$ cat config.mk
export PLATFORM = sky130hd
export DESIGN_NAME = cic_rate_ctrl
export DESIGN_NICKNAME = d
export VERILOG_FILES = /design/src/rtl/cic_rate_ctrl.sv
export SDC_FILE = /design/constraint.sdc
export NUM_CORES = 1
export LEC_CHECK = 0
export ABC_AREA = 1
export BUFFER_PORTS_ARGS = -buffer_cell sky130_fd_sc_hd__clkbuf_2
export CORE_AREA = 4 4 72 140
export DETAILED_ROUTE_END_ITERATION = 8
export DIE_AREA = 0 0 76 144
export GPL_TIMING_DRIVEN = 0
export PLACE_DENSITY = 0.79
export SETUP_SLACK_MARGIN = 0.1
export SKIP_LAST_GASP = 1
export SYNTH_ARGS = -nofsm -noshare
export SYNTH_HDL_FRONTEND = slang
export SYNTH_SLANG_ARGS = --single-unit
$ cat constraint.sdc
create_clock -name CLK -period 4.7 [get_ports CLK]
set_input_delay 0.705 -clock CLK [delete_from_list [all_inputs] [get_ports CLK]]
set_output_delay 0.705 -clock CLK [all_outputs]
set_load 0.03 [all_outputs]
$ cat src/rtl/cic_rate_ctrl.sv
// Rate strobes and output sequencer for the single-stage CIC decimator.
// Define CIC_OVR_CNT_EN to add the saturating OVR_CNT overrun counter port.
module cic_rate_ctrl #(
  parameter int CLK_HZ = 24000000,
  parameter int IN_HZ  = 1000000,
  parameter int OUT_HZ = 44100,
  parameter int ACC_W  = 26
) (
  input  logic               CLK,
  input  logic               RSTn,
  input  logic               EN,
  input  logic               CLR,
  output logic               CLKen_in,
  output logic               CLKen_out,
  input  logic signed [15:0] SMPin,
  output logic signed [15:0] SMPout,
  output logic               VALID,
  input  logic               READY,
  output logic               OVERRUN
`ifdef CIC_OVR_CNT_EN
  ,
  output logic [7:0]         OVR_CNT
`endif
);

  localparam logic [ACC_W-1:0] STEP_I = ACC_W'(IN_HZ);
  localparam logic [ACC_W-1:0] STEP_O = ACC_W'(OUT_HZ);
  localparam logic [ACC_W-1:0] LIM    = ACC_W'(CLK_HZ);

  logic [ACC_W-1:0] acc_i, acc_o, sum_i, sum_o;
  logic             wrap_i, wrap_o;
  logic             cap_q, prime;
  logic             cap, xfer, ovr;

  // acc < CLK_HZ and STEP < CLK_HZ, so the sum never exceeds ACC_W bits.
  assign sum_i  = acc_i + STEP_I;
  assign sum_o  = acc_o + STEP_O;
  assign wrap_i = (sum_i >= LIM);
  assign wrap_o = (sum_o >= LIM);

  assign cap  = cap_q & EN & prime;
  assign xfer = VALID & READY;
  assign ovr  = cap & VALID & ~xfer;

  always_ff @(posedge CLK or negedge RSTn) begin
    if (!RSTn) begin
      acc_i     <= '0;
      acc_o     <= '0;
      CLKen_in  <= 1'b0;
      CLKen_out <= 1'b0;
      cap_q     <= 1'b0;
      prime     <= 1'b0;
    end else if (!EN) begin
      acc_i     <= '0;
      acc_o     <= '0;
      CLKen_in  <= 1'b0;
      CLKen_out <= 1'b0;
      cap_q     <= 1'b0;
      prime     <= 1'b0;
    end else begin
      acc_i     <= wrap_i ? sum_i - LIM : sum_i;
      acc_o     <= wrap_o ? sum_o - LIM : sum_o;
      CLKen_in  <= wrap_i;
      CLKen_out <= wrap_o;
      cap_q     <= CLKen_out;
      // First comb output after enable uses a stale lag register: only arm.
      if (cap_q && !prime) prime <= 1'b1;
    end
  end

  // Output side is not cleared by EN; a held sample can still be drained.
  always_ff @(posedge CLK or negedge RSTn) begin
    if (!RSTn) begin
      SMPout  <= '0;
      VALID   <= 1'b0;
      OVERRUN <= 1'b0;
    end else begin
      if (cap) begin
        SMPout <= SMPin;
        VALID  <= 1'b1;
      end else if (xfer) begin
        VALID  <= 1'b0;
      end
      if (ovr)      OVERRUN <= 1'b1;
      else if (CLR) OVERRUN <= 1'b0;
    end
  end

`ifdef CIC_OVR_CNT_EN
  always_ff @(posedge CLK or negedge RSTn) begin
    if (!RSTn)                 OVR_CNT <= '0;
    else if (ovr && CLR)       OVR_CNT <= 8'd1;
    else if (ovr)              OVR_CNT <= (OVR_CNT == 8'hFF) ? OVR_CNT : OVR_CNT + 8'd1;
    else if (CLR)              OVR_CNT <= '0;
  end
`endif

endmodule

## Word-level counts from Yosys, hierarchy flattened

Index checks and enable logic that the tools add are counted.

| operators by class | value |
|---|---|
| eq/ne operators | 1 |
| add/subtract/negate cells | 4 |
| magnitude comparators | 2 |
| multiplexer cells | 13 |
| bitwise operators | 6 |
| reductions and logical operators | 4 |

Operators with widths:

| kind | number |
|---|---|
| $mux 26 | 4 |
| $ge 26x25->1 const B | 2 |
| $sub 26x25->26 const B | 2 |
| $add 26x16->26 const B | 1 |
| $add 26x20->26 const B | 1 |
| $mux 1 | 9 |
| $and 1x1->1 | 5 |
| $reduce_bool 2->1 | 2 |
| $ne 2x1->1 const B | 1 |
| $logic_and 1x1->1 | 1 |
| $logic_not 1->1 | 1 |
| $not 1->1 | 1 |

| word-level totals | value |
|---|---|
| output and inout bits | 20 |
| input bits | 21 |
| register bits | 74 |
| logic and storage cells | 39 |

## Longest topological paths before layout

| logic depth | value |
|---|---|
| depth after elaboration | 5 |
| depth in mapped cells | 20 |
| mapped depth without buffers | 19 |

## Worst setup path after synthesis

No wires, ideal clock.

| path | value |
|---|---|
| path kind | flip-flop to flip-flop |
| from | register acc_o[2] |
| to | register acc_o[23] |
| setup slack | 2.441 ns |
| data required time | 4.583 ns |
| stages on the path, launching flop included | 17 |
| period minus slack after synthesis | 2.259 ns |
| arrival time | 2.142 ns |
| path buffers | 0 |
| library setup time | 0.117 ns |
| cells stage by stage | dfrtp_1 ha_1 nand2_1 nor2_1 nand3_1 nand3_1 nand2_1 ha_1 or2_1 nand2_1 nand2_1 nand3_1 nand2_1 nand3_1 nand2_1 nor2_1 nor2_1 |

| between the ends | value |
|---|---|
| longest elaborated chain between the ends | 4 |
| elaborated cells between the ends (all ways) | 5 |
| classes of those cells | add/sub: 2; order compare: 1; mux: 2 |

RTL lines:

| item | RTL line | RTL |
|---|---|---|
| start, declared | 30 | `logic [ACC_W-1:0] acc_i, acc_o, sum_i, sum_o;` |
| start signal, assigned | 62 | `acc_o <= wrap_o ? sum_o - LIM : sum_o;` |
| $add 26x16->26 (*) | 37 | `assign sum_o = acc_o + STEP_O;` |
| $sub 26x25->26 or $ge 26x25->1 (tied branches) | 62, 39 |  |
| $mux 26 (*) | 62 |  |
| $mux 26 (*) | 53 | `end else if (!EN) begin` |

Every way passes the cells marked *; elsewhere a longest branch is shown, timed or not.
A chain may end at the register's enable or synchronous reset.

## Final worst setup path

Same ends and word-level chain as after synthesis.

==> results.yml <==
run_status:
  status: "finished clean"
cts:
  count_of_cells_resized_by_post_cts_repair: 0
  tritoncts_clock_tree: "yes"
  clock_tree.root_cell: "clkbuf_16"
  cts_sinks: 66
  tritoncts.num_buffers: 9
  cts_hold_buf: 0
  cts.repair_timing.setup_buffer_count: 0
  max-clock-path-buffers: 2
  h-tree-depth: 3
  clock_transition_at_path_regs_ns: 0.06
  clk-insertion-delay-late_ns: 0.33
critical_path:
  reg_to_reg_start: "acc_o[2]"
  worstPathCellList: "ha_1 > nand2_1 > nor2_1 > nand3_1 > nand2_1 > nand2_1 > nand2_1 > ha_1 > or2_1 > nand2_1 > nand2_1 > nand3_1 > nand2_1 > nand2_1 > nand2_1 > nand2_1 > nor2_1 > nor2_1"
  worst_path_max_delay_cell: "dfrtp_1"
  worstPathBufferInverterCount: 0
  timing.critical_path.required_ns: 4.93
  cp_common_cell: "nand2_1"
  critPathCaptureType: "register"
  timing.critical_path.from: "acc_o[2]"
  crit_type: "register to register"
  cp-start-kind: "register"
  critical_path_arrival_ns: 3.14
  critical_path_peak_fanout: 5
  max_stage_delay_ns: 0.41
  critical_path.top_delay_family: "simple AND/OR/NAND/NOR gates"
finish:
  fraction_of_layout_cells_with_a_size_suffix_above_1_pct: 16.6
  final_common_cell: "nand2_1"
  mostFrequentLayoutCells: "320 x nand2_1, 101 x nor2_1, 81 x inv_1"
  num_antenna_cells: 0
  finalNetCount: 926
  layout-area-overhead-vs-synth_pct: 12.3
  finished_layout_cell_area_um2: 5910
logic_synthesis:
  synthesis.nets: 874
  yosys_warnings: 0
  synthesis.instances: 848
  synth_seq_area_share_pct: 31.4
  post_synth_cell_types: 34
  post_synth.cell_area_avg_um2: 6.20
  synth_area_um2: 5260
  number_of_synthesized_register_bits: 66
placed_design:
  post_dp_cell_area_um2: 5620
  io_buffers: 40
  hpwlAfterDp_mm: 12.2
  place_congestion: 1.02
global_route:
  track_usage_pct: 28.0
  grt_start_max_net_pins: 67
  grt_remaining_overflow: 0
  antenna_found_initial: 0
  grt_pass1_wl_mm: 24.6
  vias_in_the_first_global_route: 5640
power:
  powerDensity_nw_per_um2: 289
  total_leakage_power_nw: 3.19
  power.ir.vdd_worst_mv: 0.169
floorplan:
  fp-row-count: 49
  floorplan.initialDensity_pct: 58.4
  io-pin-count: 41
  design.core.area_um2: 9010
  die_width_um: 76
  die_h_um: 144
  die-area_um2: 10900
flow_run:
  cap_violations: 0
sta:
  timing.clock.skew_ns: 0.00626
  timing_max_transition_violations_final: 0
  fin_tns_setup_ns: 0
  final_period_minus_worst_setup_slack_ns: 2.91
  final_hold_viol_count: 0
  report.final.setup_viol: 0
  rsz0062_at_grt: "no"
  fmaxAchievable_mhz: 343
  tightestPinTransition_ns: 0.889
  timing.final.crit_share_pct: 62.0
  max_slew_margin_pct: 40.3
route:
  detail_route.iter0.violations: 288
  vias_per_cell: 5.50
  route.antenna.remaining_nets: 0
  routed_wire_length_per_instance_um: 15.0
  via_count: 5539
  route.final.wire_length_mm: 15.1
  drc_errors: 0
  detailedRoute.firstPassIterationCount: 5
hold_path:
  worstHoldPathType: "primary input to async pin"
==> routing by layer <==
metal  vias up  part of all wire (%)  routed length, µm  GRT usage (%)
met4         0                   8.4               1270           24.7
met3        86                   2.6                396           3.87
li1       2765                     -                  -              -
met5         -                     0                  0              0
met1      2512                    33               5040           24.4
met2       176                    56               8420           54.0
==> final timing paths <==
check                      slack [ns]  depth (start not counted)   endpoint
setup reg to reg                 1.79                         18  acc_o[23]
max in group asynchronous        4.01                          2  acc_i[24]
hold reg to reg                  0.47                          1   acc_i[6]
hold / removal                   0.39                          2   acc_o[3]
min in group CLK                 0.47                          1   acc_i[6]
setup / recovery                 1.79                         18  acc_o[23]
==> state kept, by name, summed over array words and instances (netlist names) <==
| name | flops |
|---|---|
| SMPout | 16 |
| CLKen_out | 1 |
| acc_o | 24 |
| acc_i | 20 |
| CLKen_in | 1 |
| prime | 1 |
| cap_q | 1 |
| VALID | 1 |
| OVERRUN | 1 |
==> report_power, final <==
group / total (mW) / switching [mW] / leakage, nW / internal, mW
clock network: 0.643 / 0.256 / 0.138 / 0.387
logic: 0.415 / 0.286 / 2.17 / 0.129
registers: 0.646 / 0.0439 / 0.877 / 0.602
==> through the flow <==
step	setup slack, ns	power (mW)	cells	util, %	hold WS (ns)
floorplan	2.44	0.945	848	-	0.409
global placement	1.86	1.05	990	62.0	0.446
detailed placement	1.79	1.07	991	62.3	0.459
CTS	1.77	1.71	1007	65.6	0.404
global route	1.56	1.79	1007	65.6	0.415
finish	1.79	1.70	1007	65.6	0.392
==> cell type report <==
cell class,count,area [µm²]
Inverter,108,405
Buffer,15,101
Timing Repair Buffer,41,230
Clock buffer,11,253
Multi-Input combinational cell,659,3100
Tap cell,102,128
Clock inverter,5,37.5
Sequential cell,66,1650
Fill cell,875,3100
==> Yosys cell counts (all sizes together) <==
cell | instances | area share [%]
a21oi | 11 | 1.2
buf | 13 | 1.8
o22ai | 1 | 0.12
o21ai | 24 | 2.4
xor2 | 21 | 3.9
or2 | 2 | 0.24
nand3b | 4 | 0.57
nor3 | 8 | 0.95
ha | 5 | 1.2
nor2 | 118 | 9.5
nor3b | 1 | 0.14
clkinv | 2 | 0.14
dfrtp | 66 | 31
xnor2 | 3 | 0.50
clkbuf | 2 | 0.14
nand4 | 30 | 3.6
nand2 | 344 | 26
inv | 106 | 7.6
and2 | 1 | 0.12
nand3 | 84 | 8.7
nor4 | 2 | 0.24
==> logic make-up after synthesis <==
kind of cell	synth area share, %
and+or+nand+nor	49.7
DFF	31.4
AOI/OAI and AO/OA	3.66
buffers and inverters	9.63
xor gates and xnor gates	4.42
adders and majority gates	1.19
==> worst reg2reg max path, cell delays in order, from the launching register on <==
cell     delay, ns
dfrtp_1       0.41
ha_1          0.22
nand2_1       0.08
nor2_1        0.29
nand3_1       0.14
nand2_1       0.13
nand2_1       0.06
nand2_1       0.17
ha_1          0.21
or2_1         0.12
nand2_1       0.11
nand2_1       0.19
nand3_1       0.18
nand2_1       0.16
nand2_1       0.07
nand2_1       0.06
nand2_1       0.06
nor2_1        0.09
nor2_1        0.05
(Power assumes the default switching activity.)
